File: src/rtl/rp_enum_sequencer.sv
// Root-port endpoint bring-up: read Vendor/Device ID (with retry), program and
// verify BAR0, then enable memory space and bus mastering over the init_ram bus.
module rp_enum_sequencer #(
    parameter logic [31:0] CFG_BASE       = 32'h0000_0000,
    parameter int unsigned TIMEOUT_CYCLES = 1024,
    parameter int unsigned RETRY_MAX      = 8,
    parameter int unsigned RETRY_DELAY    = 4096
) (
    input  logic        clk,
    input  logic        srst,
    input  logic        start,
    input  logic [31:0] bar0_addr,
    output logic        init_ram_req,
    output logic        init_ram_wren,
    output logic        init_ram_rden,
    output logic [31:0] init_ram_addr,
    output logic [31:0] init_ram_wdata,
    output logic [3:0]  init_ram_wbe,
    input  logic        init_ram_rdy,
    input  logic [31:0] init_ram_rdata,
    input  logic [3:0]  init_ram_rbe,
    output logic        busy,
    output logic        done,
    output logic        error,
    output logic [1:0]  err_code,
    output logic [15:0] vendor_id,
    output logic [15:0] device_id
);

    localparam logic [31:0] TMO_LAST = 32'(TIMEOUT_CYCLES - 1);
    localparam logic [31:0] DLY_LAST = 32'(RETRY_DELAY - 1);
    localparam logic [7:0]  RTY_LAST = 8'(RETRY_MAX);

    typedef enum logic [3:0] {
        S_IDLE,
        S_ID_REQ,
        S_ID_WAIT,
        S_RETRY_WAIT,
        S_BAR_WR,
        S_BAR_RD_REQ,
        S_BAR_RD_WAIT,
        S_CMD_WR,
        S_DONE,
        S_ERROR
    } state_t;

    state_t      r_state;
    state_t      w_state_nxt;
    logic [31:0] r_cnt;
    logic [7:0]  r_retry;
    logic [7:0]  w_retry_nxt;
    logic [1:0]  r_err_code;
    logic [1:0]  w_err_nxt;
    logic [31:0] r_bar;
    logic        r_req;
    logic        r_wren;
    logic        r_rden;
    logic [31:0] r_addr;
    logic [31:0] r_wdata;
    logic [3:0]  r_wbe;
    logic        r_done;
    logic        r_error;
    logic [15:0] r_vendor;
    logic [15:0] r_device;

    logic        w_hs;
    logic        w_resp;
    logic        w_start_ok;
    logic        w_id_ok;
    logic        w_is_req;
    logic        w_pl_wren;
    logic        w_pl_rden;
    logic [31:0] w_pl_addr;
    logic [31:0] w_pl_wdata;
    logic [3:0]  w_pl_wbe;

    assign w_hs       = r_req & init_ram_rdy;
    assign w_resp     = (init_ram_rbe != 4'h0);
    assign w_start_ok = start && (r_state inside {S_IDLE, S_DONE, S_ERROR});
    assign w_id_ok    = (r_state == S_ID_WAIT) && w_resp && (init_ram_rdata[15:0] != 16'hFFFF);

    always_comb begin
        w_state_nxt = r_state;
        w_err_nxt   = r_err_code;
        w_retry_nxt = r_retry;
        case (r_state)
            S_IDLE, S_DONE, S_ERROR: begin
                if (start) begin
                    w_state_nxt = S_ID_REQ;
                    w_err_nxt   = 2'd0;
                    w_retry_nxt = 8'd0;
                end
            end
            S_ID_REQ: if (w_hs) w_state_nxt = S_ID_WAIT;
            S_ID_WAIT: begin
                // A response landing on the expiry cycle takes priority over the timeout.
                if (w_resp) begin
                    if (init_ram_rdata[15:0] == 16'hFFFF) begin
                        w_retry_nxt = r_retry + 8'd1;
                        if (w_retry_nxt == RTY_LAST) begin
                            w_state_nxt = S_ERROR;
                            w_err_nxt   = 2'd3;
                        end else begin
                            w_state_nxt = S_RETRY_WAIT;
                        end
                    end else begin
                        w_state_nxt = S_BAR_WR;
                    end
                end else if (r_cnt == TMO_LAST) begin
                    w_state_nxt = S_ERROR;
                    w_err_nxt   = 2'd1;
                end
            end
            S_RETRY_WAIT: if (r_cnt == DLY_LAST) w_state_nxt = S_ID_REQ;
            S_BAR_WR:     if (w_hs) w_state_nxt = S_BAR_RD_REQ;
            S_BAR_RD_REQ: if (w_hs) w_state_nxt = S_BAR_RD_WAIT;
            S_BAR_RD_WAIT: begin
                if (w_resp) begin
                    if (init_ram_rdata[31:4] == r_bar[31:4]) begin
                        w_state_nxt = S_CMD_WR;
                    end else begin
                        w_state_nxt = S_ERROR;
                        w_err_nxt   = 2'd2;
                    end
                end else if (r_cnt == TMO_LAST) begin
                    w_state_nxt = S_ERROR;
                    w_err_nxt   = 2'd1;
                end
            end
            S_CMD_WR: if (w_hs) w_state_nxt = S_DONE;
            default:  w_state_nxt = S_IDLE;
        endcase
    end

    always_comb begin
        w_is_req   = 1'b0;
        w_pl_wren  = 1'b0;
        w_pl_rden  = 1'b0;
        w_pl_addr  = 32'd0;
        w_pl_wdata = 32'd0;
        w_pl_wbe   = 4'h0;
        case (r_state)
            S_ID_REQ: begin
                w_is_req  = 1'b1;
                w_pl_rden = 1'b1;
                w_pl_addr = CFG_BASE | 32'd0;
            end
            S_BAR_WR: begin
                w_is_req   = 1'b1;
                w_pl_wren  = 1'b1;
                w_pl_addr  = CFG_BASE | 32'd4;
                w_pl_wdata = r_bar;
                w_pl_wbe   = 4'hF;
            end
            S_BAR_RD_REQ: begin
                w_is_req  = 1'b1;
                w_pl_rden = 1'b1;
                w_pl_addr = CFG_BASE | 32'd4;
            end
            S_CMD_WR: begin
                w_is_req   = 1'b1;
                w_pl_wren  = 1'b1;
                w_pl_addr  = CFG_BASE | 32'd1;
                w_pl_wdata = 32'h0000_0006;
                w_pl_wbe   = 4'b0011;
            end
            default: ;
        endcase
    end

    always_ff @(posedge clk) begin
        if (srst) begin
            r_state    <= S_IDLE;
            r_cnt      <= 32'd0;
            r_retry    <= 8'd0;
            r_err_code <= 2'd0;
            r_done     <= 1'b0;
            r_error    <= 1'b0;
        end else begin
            r_state    <= w_state_nxt;
            // One counter serves both the response timeout and the retry delay.
            r_cnt      <= (w_state_nxt != r_state) ? 32'd0 : r_cnt + 32'd1;
            r_retry    <= w_retry_nxt;
            r_err_code <= w_err_nxt;
            r_done     <= (w_state_nxt == S_DONE);
            r_error    <= (w_state_nxt == S_ERROR);
        end
    end

    // Request is dropped on the handshake edge, so every request is followed by an idle cycle.
    always_ff @(posedge clk) begin
        if (srst) begin
            r_req   <= 1'b0;
            r_wren  <= 1'b0;
            r_rden  <= 1'b0;
            r_addr  <= 32'd0;
            r_wdata <= 32'd0;
            r_wbe   <= 4'h0;
        end else if (w_is_req && !w_hs) begin
            r_req   <= 1'b1;
            r_wren  <= w_pl_wren;
            r_rden  <= w_pl_rden;
            r_addr  <= w_pl_addr;
            r_wdata <= w_pl_wdata;
            r_wbe   <= w_pl_wbe;
        end else begin
            r_req   <= 1'b0;
            r_wren  <= 1'b0;
            r_rden  <= 1'b0;
            r_addr  <= 32'd0;
            r_wdata <= 32'd0;
            r_wbe   <= 4'h0;
        end
    end

    always_ff @(posedge clk) begin
        if (srst) begin
            r_vendor <= 16'd0;
            r_device <= 16'd0;
        end else if (w_id_ok) begin
            r_vendor <= init_ram_rdata[15:0];
            r_device <= init_ram_rdata[31:16];
        end
    end

    always_ff @(posedge clk) begin
        if (w_start_ok) r_bar <= bar0_addr & 32'hFFFF_FFF0;
    end

    assign init_ram_req   = r_req;
    assign init_ram_wren  = r_wren;
    assign init_ram_rden  = r_rden;
    assign init_ram_addr  = r_addr;
    assign init_ram_wdata = r_wdata;
    assign init_ram_wbe   = r_wbe;
    assign busy           = !(r_state inside {S_IDLE, S_DONE, S_ERROR});
    assign done           = r_done;
    assign error          = r_error;
    assign err_code       = r_err_code;
    assign vendor_id      = r_vendor;
    assign device_id      = r_device;

endmodule

File: config.mk
export PLATFORM = sky130hd
export DESIGN_NAME = rp_enum_sequencer
export DESIGN_NICKNAME = d
export VERILOG_FILES = /design/src/rtl/rp_enum_sequencer.sv
export SDC_FILE = /design/constraint.sdc
export NUM_CORES = 1
export LEC_CHECK = 0
export BUFFER_PORTS_ARGS = -buffer_cell sky130_fd_sc_hd__buf_2
export CAP_MARGIN = 5
export CORE_MARGIN = 4
export CORE_UTILIZATION = 58
export CTS_BUF_LIST = sky130_fd_sc_hd__clkbuf_8
export DETAILED_ROUTE_END_ITERATION = 12
export HOLD_SLACK_MARGIN = 0.15
export PLACE_DENSITY = 0.91
export RECOVER_POWER = 100
export SETUP_SLACK_MARGIN = 0.1
export SLEW_MARGIN = 10
export SYNTH_ARGS = -nofsm -noshare
export SYNTH_HDL_FRONTEND = slang
export SYNTH_SLANG_ARGS = --single-unit
File: constraint.sdc
create_clock -name clk -period 4.8 [get_ports clk]
set_input_delay 0.96 -clock clk [delete_from_list [all_inputs] [get_ports clk]]
set_output_delay 0.96 -clock clk [all_outputs]
set_load 0.01 [all_outputs]
==> summary.md, run 1 <==
| Metric | Value |
|---|---|
| Hold path start | device_id[1] |
| Worst vdd ir | 0.295 mV |
| Die footprint | 12300 sq um |
| F_max | just under 300 MHz |
| Reg2reg setup slack | ~1400 ps |
| Asr flop ratio synth | 0 |
| Number of global-route vias before repair | 5014 |
| DR DRC count | 0 |
| Clock Tree Buf Depth | 2 |
| Outcome | finished with violations |
| Number of DRC markers in iteration 0 | between 200 and 300 |
| WL final | 15000 microns |
| Num CTS Buffers | 17 |
| Root Driver | clkbuf_8 |
| Mapped Area | 6150 sq um |
| Largest net degree at the start of global routing | 52 |
| Hold Crit Depth | 2 |
| Total Power | between 2 and 2.5 mW |
| Area Growth Syn to Fin | 14.5% |
| Gr ovfl total | 0 |
| Yosys reg bits | 142 |
| Synth Instances | 643 |
| Initial antenna violation count | 0 |
| PwrDens | between 300 and 400 nW/um^2 |
| CP startpoint kind | register |
| Worst EP required | 5010 ps |
| CTS tree | done |
| Failing checks | capacitance limit, slew limit |
| # rows | 37 |
| Reg2Reg Launch Point | r_state[3] |
| Num ports | 180 |
| Die width | 111 microns |
| Final setup fails | 0 |
| Via Count | 5076 |
| DPL Wire Length | 10800 microns |
| Post-Route Setup TNS | 0 ps |
| Initial core utilization | 0.596 |
| Share of cells above drive strength 1 | 0.146 |
| Syn avg cell area | around 9.6 sq um |
| DRT Pass-1 Iters | 5 |
| Worst R2R Path Depth | 7 |
| Clk_lat worst skew | 450 ps |
| Reg2reg end | r_retry[6] |
| Relative slew slack | -0.648 |
| Clock sink total | about 140 |
| Vias/cell | roughly 5.5 |
| Leak pwr | 2.53 nW |
| CTS Hold Bufs | 0 |
| Nets | about 850 |
| Worst-Margin Slew | 2470 ps |
| Crit end category | register |
| Largest area contributor in the netlist | dfxtp_1 |
| Tot GR Track Use | 0.243 |
| Top_reg_cell synth | dfxtp_1 |
| Tcrit/Tclk final | 0.711 |
| Synth unique cells | 63 |
| Antenna cell count | 0 |
| CP Max Fanout | 30 |
| Worst Hold End | device_id[1] |
| Max Cap Violations | 2 |
| Top cells by count, synth | dfxtp_1, nand2_1, nor2_1, a21oi_1, xnor2_1 |
| Critical path type | register to register |
| GP Congestion | 0.894 |
| Port bufs | 143 |
| First-pass GRT wire length | approximately 24000 microns |
| EDFF count, synth | 28 |
| Total number of H-tree levels | 4 |
| Top cell type's share of synthesized area | 0.371 |
| Cell with the most instances after synthesis | dfxtp_1 |
| Period minus WS final | 3410 ps |
| Final-report hold violation count | 0 |
| Synth warn | 0 |
| Sequential element share of the synthesized area | 0.508 |
| CP arrival | 3620 ps |
| Core area | a little over 10000 sq um |
| Post-CTS Resized | 0 |
| Top cells by area, synth | dfxtp_1, edfxtp_1, xnor2_1 |
| Hold crit path type | register to register |
| Detailed-route wire length per cell | 16.1 microns |
| Fin. max-slew vios | 83 |
| Die height | 111 microns |
| Clk_skew | approximately 16 ps |
| RSZ-0062 raised after global routing | false |
| Reg clk slew, reported paths | 90 ps |
| Final antenna-violating net count | 0 |
| Postcts setup bufs | 0 |
[critical path, stage by stage (launching register included)]
cell	delay [ps]
dfxtp_1	430
clkinv_1	240
nand2_1	280
and3_1	210
clkbuf_1	1250
nor2_1	370
a21oi_1	260
a211oi_1	100
[report_power, final]
group	switching, mW	internal, mW
clock network	0.485	0.470
logic	0.0976	0.0595
registers	0.0187	1.24
total	0.602	1.77
[layout make-up]
type | instances | area (sq um)
flip-flops and latches | 142 | 3120
multi-input cells | 461 | 2680
inverters | 11 | 41.3
clock buffers | 17 | 234
fillers | 808 | 3280
well taps | 136 | 170
repair buffers | 146 | 637
clock inverters | 15 | 164
[layout by cell type, fill, tap and decap left out, drive strengths merged, types with 6 or more instances in the layout]
cell type,n
conb,32
and4,6
inv,16
clkbuf,96
nand3,16
dfxtp,114
a211oi,6
xor2,16
and2,34
nand4,18
o21ai,12
xnor2,43
edfxtp,28
nand2,89
nor3,19
nor4,15
buf,67
nor2,60
a21oi,47
[registers in the layout, indices dropped and copies added (netlist names), 2 cells and up]
register        cells
device_id          16
init_ram_wdata     29
err_code            2
r_cnt              32
r_state             4
r_retry             8
r_bar              28
vendor_id          16
[through the flow]
| stage | cell area (sq um) | std cells | setup slack [ps] | util | hold slack [ps] |
|---|---|---|---|---|---|
| after floorplan | 6270 | 674 | 2410 | - | 451 |
| after CTS | 7160 | 928 | 1990 | 0.694 | 456 |
| final | 7040 | 928 | 1390 | 0.682 | 459 |
| after global routing | 7040 | 928 | 1050 | 0.682 | 484 |
| after global placement | 6770 | 896 | 1640 | 0.655 | 440 |
| after detailed placement | 6770 | 896 | 1500 | 0.655 | 444 |
[logic make-up after synthesis]
family / share of synthesized area
AO/OA/AOI/OAI: 0.0869
XOR/XNOR: 0.0840
adder cells (fa/ha/maj): 0.00407
buffers and inverters: 0.0734
flip-flops: 0.508
multiplexers: 0.00671
other: 0.000610
AND/OR/NAND/NOR: 0.236
[metal layers]
metal  GRT usage  vias up  share of wire
met2       0.411      252           0.49
li1            -     2409              -
met5           0        -              0
met4       0.107        0          0.030
met1       0.271     2375           0.38
met3      0.0972       40          0.095
[worst max path at each step]
| stage | depth (start not counted) | start | end |
|---|---|---|---|
| after floorplan | 6 | init_ram_rdata[7] | err_code[0] |
| after global placement | 8 | init_ram_rdata[7] | r_cnt[12] |
| after detailed placement | 8 | init_ram_rdata[7] | r_cnt[5] |
| after CTS | 8 | init_ram_rdata[7] | r_cnt[5] |
| after global routing | 7 | r_state[3] | r_retry[5] |
| final | 7 | r_state[3] | r_retry[6] |
(Power assumes the default switching activity.)
==> inputs of run 2 (changes only) <==
--- a/config.mk
+++ b/config.mk
@@ -5,14 +5,15 @@
 export SDC_FILE = /design/constraint.sdc
 export NUM_CORES = 1
 export LEC_CHECK = 0
+export ABC_AREA = 1
 export BUFFER_PORTS_ARGS = -buffer_cell sky130_fd_sc_hd__buf_2
 export CAP_MARGIN = 5
 export CORE_MARGIN = 4
-export CORE_UTILIZATION = 58
+export CORE_UTILIZATION = 49
 export CTS_BUF_LIST = sky130_fd_sc_hd__clkbuf_8
 export DETAILED_ROUTE_END_ITERATION = 12
 export HOLD_SLACK_MARGIN = 0.15
-export PLACE_DENSITY = 0.91
+export PLACE_DENSITY = 0.82
 export RECOVER_POWER = 100
 export SETUP_SLACK_MARGIN = 0.1
 export SLEW_MARGIN = 10
==> constraint.sdc (replaced) <==
create_clock -name clk -period 2.75 [get_ports clk]
set_input_delay 0.55 -clock clk [delete_from_list [all_inputs] [get_ports clk]]
set_output_delay 0.55 -clock clk [all_outputs]
set_load 0.01 [all_outputs]
==> run 2 against run 1 <==
Fmax is 47% higher. Register-to-register slack got worse by 960 ps. Synthesized area is 3.4% higher. First-iteration DRC count fell by 17%. Sequential cell count unchanged. Critical endpoint is now device_id[15]. Largest power group unchanged. Die area increased by 21%. Sequential power grew 81%. Synthesized cell count rose by 21%. Wire length down 5.9%. Global-route usage decreased by 4.7 points. Hold slack worse by 210 ps. The flow now finishes without violations. Clock skew shrank 4.9 ps.
==> summary.md, run 2 <==
| Metric | Value |
|---|---|
| Post-synthesis compound-gate area fraction | 0.0539 (was 0.0869) |
| Syn avg cell area | 8.17 sq um (was 9.56 sq um) |
| Hold path start | bar0_addr[24] (was device_id[1]) |
| Largest area contributor in the netlist | dfxtp_1 (unchanged) |
| Sequential element share of the synthesized area | 0.491 (was 0.508) |
| Post-Route Setup TNS | 0 ps (unchanged) |
| Share of cells above drive strength 1 | 0.154 (was 0.146) |
| Worst-Margin Slew | 780 ps (was 2470 ps) |
| EDFF count, synth | 28 (unchanged) |
| GP Congestion | 0.856 (was 0.894) |
| CTS tree | done (unchanged) |
| Adder-Cell Fraction of Synth Area | 0.00393 (was 0.00407) |
| PwrDens | 641 nW/um^2 (was 337 nW/um^2) |
| Clock Tree Buf Depth | 2 (unchanged) |
| Top cells by area, synth | dfxtp_1, edfxtp_1, nor2_1 (was dfxtp_1, edfxtp_1, xnor2_1) |
| Critical path type | register to register (unchanged) |
| Commonest non-fill, non-tap cells in the layout | nor2_1, nand2_1, dfxtp_1 (was dfxtp_1, nand2_1, clkbuf_1) |
| Tcrit/Tclk final | 0.845 (was 0.711) |
| Cell area after layout | 7430 sq um (was 7040 sq um) |
| DR DRC count | 0 (unchanged) |
| Simple logic cell fraction of the synthesized area | 0.267 (was 0.236) |
| F_max | 430 MHz (was 293 MHz) |
| Met2 WL | 7060 microns (was 7360 microns) |
| Postcts setup bufs | 0 (unchanged) |
| Period minus WS final | 2320 ps (was 3410 ps) |
| Cell with the most instances after synthesis | nor2_1 (was dfxtp_1) |
| CP Max Fanout | 37 (was 30) |
| Relative slew slack | 0.480 (was -0.648) |
| # rows | 41 (was 37) |
| Reg with most FFs | r_cnt (unchanged) |
| Top cells by count, synth | nor2_1, nand2_1, dfxtp_1, inv_1, nor2_2 (was dfxtp_1, nand2_1, nor2_1, a21oi_1, xnor2_1) |
| Area Growth Syn to Fin | 16.8% (was 14.5%) |
| Mux share of post-synthesis cell area | 0 (was 0.00671) |
| CP max stage delay | 600 ps (was 1250 ps) |
| Crit. Startpoint | r_state[1] (was r_state[3]) |
| Number of global-route vias before repair | 4962 (was 5014) |
| Gr ovfl total | 0 (unchanged) |
| Yosys reg bits | 142 (unchanged) |
| Num ports | 180 (unchanged) |
| Die height | 122 microns (was 111 microns) |
| Nets | 1002 (was 853) |
| Crit end category | register (unchanged) |
| Num CTS Buffers | 17 (unchanged) |
| DPL Wire Length | 10400 microns (was 10800 microns) |
| Metal1 wirelength | 5870 microns (was 5760 microns) |
| CP startpoint kind | register (unchanged) |
| Asr flop ratio synth | 0 (unchanged) |
| Fillers | 1194 (was 808) |
| Hold crit path type | primary input to register (was register to register) |
| WL final | 14100 microns (was 15000 microns) |
| Root Driver | clkbuf_8 (unchanged) |
| Fin. max-slew vios | 0 (was 83) |
| Largest delay share family, worst path | buffers and inverters (unchanged) |
| Max Cap Violations | 0 (was 2) |
| CP cell instances | inv_2, nor3_1, nand2_1, inv_1, nand2_1, clkinv_1, clkbuf_2, o21ai_0, a21oi_1 (was clkinv_1, nand2_1, and3_1, clkbuf_1, nor2_1, a21oi_1, a211oi_1) |
| CP arrival | 2710 ps (was 3620 ps) |
| Max FFs per register | 32 (unchanged) |
| Met3 routed WL | 804 microns (was 1420 microns) |
| Synth unique cells | 37 (was 63) |
| Final-report hold violation count | 0 (unchanged) |
| Total number of H-tree levels | 4 (unchanged) |
| Initial antenna violation count | 0 (unchanged) |
| Top_reg_cell synth | dfxtp_1 (unchanged) |
| RSZ-0062 raised after global routing | false (unchanged) |
| Synth Area in XOR/XNOR | 0.0702 (was 0.0840) |
| DRT Pass-1 Iters | 4 (was 5) |
| Vias/cell | 4.62 (was 5.47) |
| Number of DRC markers in iteration 0 | 243 (was 292) |
| Antenna cell count | 0 (unchanged) |
| Clk_lat worst skew | 460 ps (was 450 ps) |
| Final worst slack | 425 ps (was 1390 ps) |
| Die footprint | 14900 sq um (was 12300 sq um) |
| Top cell type's share of synthesized area | 0.359 (was 0.371) |
| Final antenna-violating net count | 0 (unchanged) |
| Clk_skew | 11.3 ps (was 16.2 ps) |
| First-pass GRT wire length | 22600 microns (was 23900 microns) |
| Reg2Reg Launch Point | r_state[1] (was r_state[3]) |
| Total Power | 4.76 mW (was 2.38 mW) |
| Clock sink total | 142 (unchanged) |
| Largest family of logic cells by synthesized area | simple AND/OR/NAND/NOR gates (unchanged) |
| Pre-CTS setup slack | 318 ps (was 1500 ps) |
| Die width | 122 microns (was 111 microns) |
| Mapped Area | 6360 sq um (was 6150 sq um) |
| Initial core utilization | 0.502 (was 0.596) |
| Outcome | finished clean (was finished with violations) |
| Most common cell after layout, fill and taps aside | nor2_1 (was dfxtp_1) |
| CTS Hold Bufs | 0 (unchanged) |
| Via Count | 5145 (was 5076) |
| Worst EP required | 3130 ps (was 5010 ps) |
| Core area | 12700 sq um (was 10300 sq um) |
| Crit path buf inv count | 4 (was 2) |
| Detailed-route wire length per cell | 12.7 microns (was 16.1 microns) |
| Most frequent CP cell | nand2_1 |
| Final setup fails | 0 (unchanged) |
| Tot GR Track Use | 0.197 (was 0.243) |
| Port bufs | 143 (unchanged) |
| Slowest CP cell | clkbuf_2 (was clkbuf_1) |
| Post-CTS Resized | 0 (unchanged) |
| Leak pwr | 3.15 nW (was 2.53 nW) |
| Largest net degree at the start of global routing | 38 (was 52) |
| Top layer reached by signal wires | met4 (unchanged) |
| Worst vdd ir | 0.528 mV (was 0.295 mV) |
| End-of-flow core utilization | 0.586 (was 0.682) |
| Synth Instances | 778 (was 643) |
| Post-place instance area | 7130 sq um (was 6770 sq um) |
| Reg clk slew, reported paths | 80 ps (was 90 ps) |
| Synth warn | 0 (unchanged) |
[run 2: cell types whose count changed after synthesis, sizes merged, moves of 8 or more]
| cell | previous run | this run |
|---|---|---|
| a21oi | 47 | 23 |
| inv | 10 | 93 |
| nor3 | 19 | 8 |
| nor2 | 60 | 180 |
| nand3 | 16 | 32 |
| o21ai | 12 | 39 |
| nor4 | 15 | 3 |
| xnor2 | 43 | 35 |
| nand2 | 89 | 132 |
| and2 | 34 | 0 |
[run 2: final cells by class]
cell class	count	area (sq um)	area share
Sequential cell	142	3120	0.421
Clock inverter	15	229	0.0308
Multi-Input combinational cell	519	2580	0.347
Clock buffer	17	234	0.0315
Inverter	95	357	0.0480
Timing Repair Buffer	153	692	0.0932
Tap cell	172	215	0.0290
[run 2: worst register-to-register path, delay by kind of cell, from the launching register on]
kind                   cells  cell delay (ps)
AND/OR/NAND/NOR            3              580
flip-flops                 1              420
AO/OA/AOI/OAI              2              320
buffers and inverters      4              940
[run 2: final timing paths]
| kind | endpoint | depth (start not counted) | slack, ps |
|---|---|---|---|
| hold reg to reg | r_cnt[0] | 1 | 460 |
| setup / recovery | device_id[15] | 9 | 430 |
| hold / removal | r_bar[24] | 1 | 250 |
| setup reg to reg | device_id[15] | 9 | 430 |
[run 2: cell families (layout without fill, tap and decap cells)]
kind of cell | count (synthesis) | count (layout)
AO/OA/AOI/OAI | 66 | 66
other | 1 | 32
flip-flops | 142 | 142
buffers and inverters | 148 | 280
adder cells (fa/ha/maj) | 2 | 2
XOR/XNOR | 51 | 51
AND/OR/NAND/NOR | 368 | 368
[run 2: through the flow]
| step | hold WS, ps | cells |
|---|---|---|
| 2_1_floorplan | 427 | 809 |
| 3_3_place_gp | 442 | 1081 |
| 3_5_place_dp | 446 | 1081 |
| 4_1_cts | 228 | 1113 |
| 5_1_grt | 231 | 1113 |
| 6_report | 253 | 1113 |
[run 2: routing by layer]
layer  up-vias  GRT usage
li1       2657          -
met1      2338      0.221
met2       123      0.342
met3        27     0.0548
met4         0     0.0959
met5         -          0
[run 2: power by group]
part / internal [mW] / switching (mW)
Sequential: 2.22 / 0.0539
Clock: 1.09 / 0.833
Combinational: 0.197 / 0.361
==> inputs of run 3 (changes only) <==
--- a/config.mk
+++ b/config.mk
@@ -5,15 +5,15 @@
 export SDC_FILE = /design/constraint.sdc
 export NUM_CORES = 1
 export LEC_CHECK = 0
-export ABC_AREA = 1
+export ABC_AREA = 0
 export BUFFER_PORTS_ARGS = -buffer_cell sky130_fd_sc_hd__buf_2
 export CAP_MARGIN = 5
 export CORE_MARGIN = 4
-export CORE_UTILIZATION = 49
+export CORE_UTILIZATION = 54
 export CTS_BUF_LIST = sky130_fd_sc_hd__clkbuf_8
 export DETAILED_ROUTE_END_ITERATION = 12
 export HOLD_SLACK_MARGIN = 0.15
-export PLACE_DENSITY = 0.82
+export PLACE_DENSITY = 0.86
 export RECOVER_POWER = 100
 export SETUP_SLACK_MARGIN = 0.1
 export SLEW_MARGIN = 10
==> constraint.sdc (replaced) <==
create_clock -name clk -period 2.4 [get_ports clk]
set_input_delay 0.48 -clock clk [delete_from_list [all_inputs] [get_ports clk]]
set_output_delay 0.48 -clock clk [all_outputs]
set_load 0.01 [all_outputs]
==> run 3 against run 2 <==
Register-to-register slack got worse by 300 ps. Critical path depth shrank 4. Clock skew barely moved. Core utilization increased by 6.7 points. Global-route usage rose by 4.1 points. Combinational power shrank 38%. Hold slack worse by 48 ps. Sequential cell count stayed put. Final cell count decreased by 15%. Highest routed layer unchanged.
==> summary.md, run 3 (synthesis gave the netlist of run 1 again) <==
| Metric | Value |
|---|---|
| First-pass GRT wire length | 24700 microns (was 22600 microns) |
| Number of DRC markers in iteration 0 | 301 (was 243) |
| Worst EP required | 2780 ps (was 3130 ps) |
| Antenna cell count | 0 (unchanged) |
| CP Max Fanout | 16 (was 37) |
| Commonest non-fill, non-tap cells in the layout | dfxtp_1, nand2_1, clkbuf_1 (was nor2_1, nand2_1, dfxtp_1) |
| Port bufs | 143 (unchanged) |
| Post-Route Setup TNS | 0 ps (unchanged) |
| PwrDens | 653 nW/um^2 (was 641 nW/um^2) |
| Number of global-route vias before repair | 5107 (was 4962) |
| Fin. max-slew vios | 0 (unchanged) |
| DR DRC count | 0 (unchanged) |
| Final worst slack | 128 ps (was 425 ps) |
| GP Congestion | 0.906 (was 0.856) |
| Post-place instance area | 6900 sq um (was 7130 sq um) |
| Max FFs per register | 32 (unchanged) |
| Clock sink total | 142 (unchanged) |
| WL final | 15600 microns (was 14100 microns) |
| Die footprint | 13200 sq um (was 14900 sq um) |
| CTS Hold Bufs | 0 (unchanged) |
| Cell area after layout | 7170 sq um (was 7430 sq um) |
| Nets | 868 (was 1002) |
| Share of cells above drive strength 1 | 0.165 (was 0.154) |
| CP arrival | 2650 ps (was 2710 ps) |
| Core area | 11000 sq um (was 12700 sq um) |
| Final antenna-violating net count | 0 (unchanged) |
| Reg clk slew, reported paths | 90 ps (was 80 ps) |
| Reg with most FFs | r_cnt (unchanged) |
| Die width | 115 microns (was 122 microns) |
| Final Hold Slack | 205 ps (was 253 ps) |
| Largest net degree at the start of global routing | 47 (was 38) |
| Tot GR Track Use | 0.238 (was 0.197) |
| Detailed-route wire length per cell | 16.5 microns (was 12.7 microns) |
| Via Count | 5150 (was 5145) |
| Cell total after placement | 914 (was 1081) |
| RSZ-0062 raised after global routing | true (was false) |
| Period minus WS final | 2270 ps (was 2320 ps) |
| Clock Tree Buf Depth | 2 (unchanged) |
| Hold crit path type | primary input to register (unchanged) |
| Die height | 115 microns (was 122 microns) |
| Vias/cell | 5.44 (was 4.62) |
| Num CTS Buffers | 17 (unchanged) |
| Worst vdd ir | 0.473 mV (was 0.528 mV) |
| CTS tree | done (unchanged) |
| Worst-Margin Slew | 882 ps (was 780 ps) |
| Postcts setup bufs | 0 (unchanged) |
| Clk_skew | 11.5 ps (was 11.3 ps) |
| Total number of H-tree levels | 4 (unchanged) |
| Initial core utilization | 0.560 (was 0.502) |
| CP startpoint kind | register (unchanged) |
| Fin cells | 947 (was 1113) |
| DRT Pass-1 Iters | 5 (was 4) |
| Final-report hold violation count | 0 (unchanged) |
| Most common cell after layout, fill and taps aside | dfxtp_1 (was nor2_1) |
| # rows | 38 (was 41) |
| Outcome | finished clean (unchanged) |
| Relative slew slack | 0.411 (was 0.480) |
| Final setup fails | 0 (unchanged) |
| Initial antenna violation count | 0 (unchanged) |
| F_max | 440 MHz (was 430 MHz) |
| Critical path type | register to register (unchanged) |
| Area Growth Syn to Fin | 16.7% (was 16.8%) |
| Clk_lat worst skew | 440 ps (was 460 ps) |
| Crit end category | register (unchanged) |
| Total Power | 4.69 mW (was 4.76 mW) |
| Gr ovfl total | 0 (unchanged) |
| DPL Wire Length | 11200 microns (was 10400 microns) |
| Tcrit/Tclk final | 0.947 (was 0.845) |
| End-of-flow core utilization | 0.653 (was 0.586) |
| Fillers | 897 (was 1194) |
| Leak pwr | 2.61 nW (was 3.15 nW) |
| Pre-CTS setup slack | 97.7 ps (was 318 ps) |
| Post-CTS Resized | 0 (unchanged) |
| Num ports | 180 (unchanged) |
| Root Driver | clkbuf_8 (unchanged) |
| Max Cap Violations | 0 (unchanged) |
==> run 3: cell count changes in the layout (fill, tap and decap cells not counted), moves of 8 or more <==
| cell | previous run | this run |
|---|---|---|
| nor2_1 | 157 | 57 |
| inv_1 | 89 | 10 |
| nand2_1 | 130 | 89 |
| a21oi_1 | 23 | 47 |
| and2_1 | 0 | 24 |
| o21ai_0 | 35 | 11 |
| nor2_2 | 18 | 1 |
| nand3_1 | 28 | 16 |
| nor3_1 | 7 | 19 |
| nor4_1 | 0 | 11 |
| and2_0 | 0 | 10 |
| xnor2_1 | 35 | 43 |
==> run 3: cell type report <==
type / count / area, sq um / area share
flip-flops and latches: 142 / 3120 / 0.435
multi-input cells: 462 / 2690 / 0.375
repair buffers: 160 / 759 / 0.106
clock buffers: 17 / 234 / 0.0326
well taps: 140 / 175 / 0.0244
clock inverters: 15 / 151 / 0.0211
inverters: 11 / 41.3 / 0.00576
==> run 3: final timing paths <==
check	start	to	slack, ps	cells past startpoint
worst max-delay path	r_state[3]	vendor_id[9]	130	5
worst min-delay path	bar0_addr[31]	r_bar[31]	200	1
worst min register to register	vendor_id[11]	vendor_id[11]	460	2
worst max register to register	r_state[3]	vendor_id[9]	130	5
==> run 3: worst max-delay path, stage by stage (launching register included) <==
cell,delay [ps]
dfxtp_1,370
or3b_1,410
or3_4,420
nor2_2,720
nand2_1,150
a21oi_1,150
==> run 3: per-layer routing <==
metal,vias up,track usage,wire [microns]
met1,2436,0.263,5900
met4,0,0.115,473
met5,-,0,0
met3,34,0.0745,1430
met2,248,0.414,7800
li1,2432,-,-
==> run 3: power breakdown <==
part	internal (mW)	switching, mW
registers	2.49	0.0306
clock network	0.770	1.06
logic	0.136	0.209
total	3.39	1.30
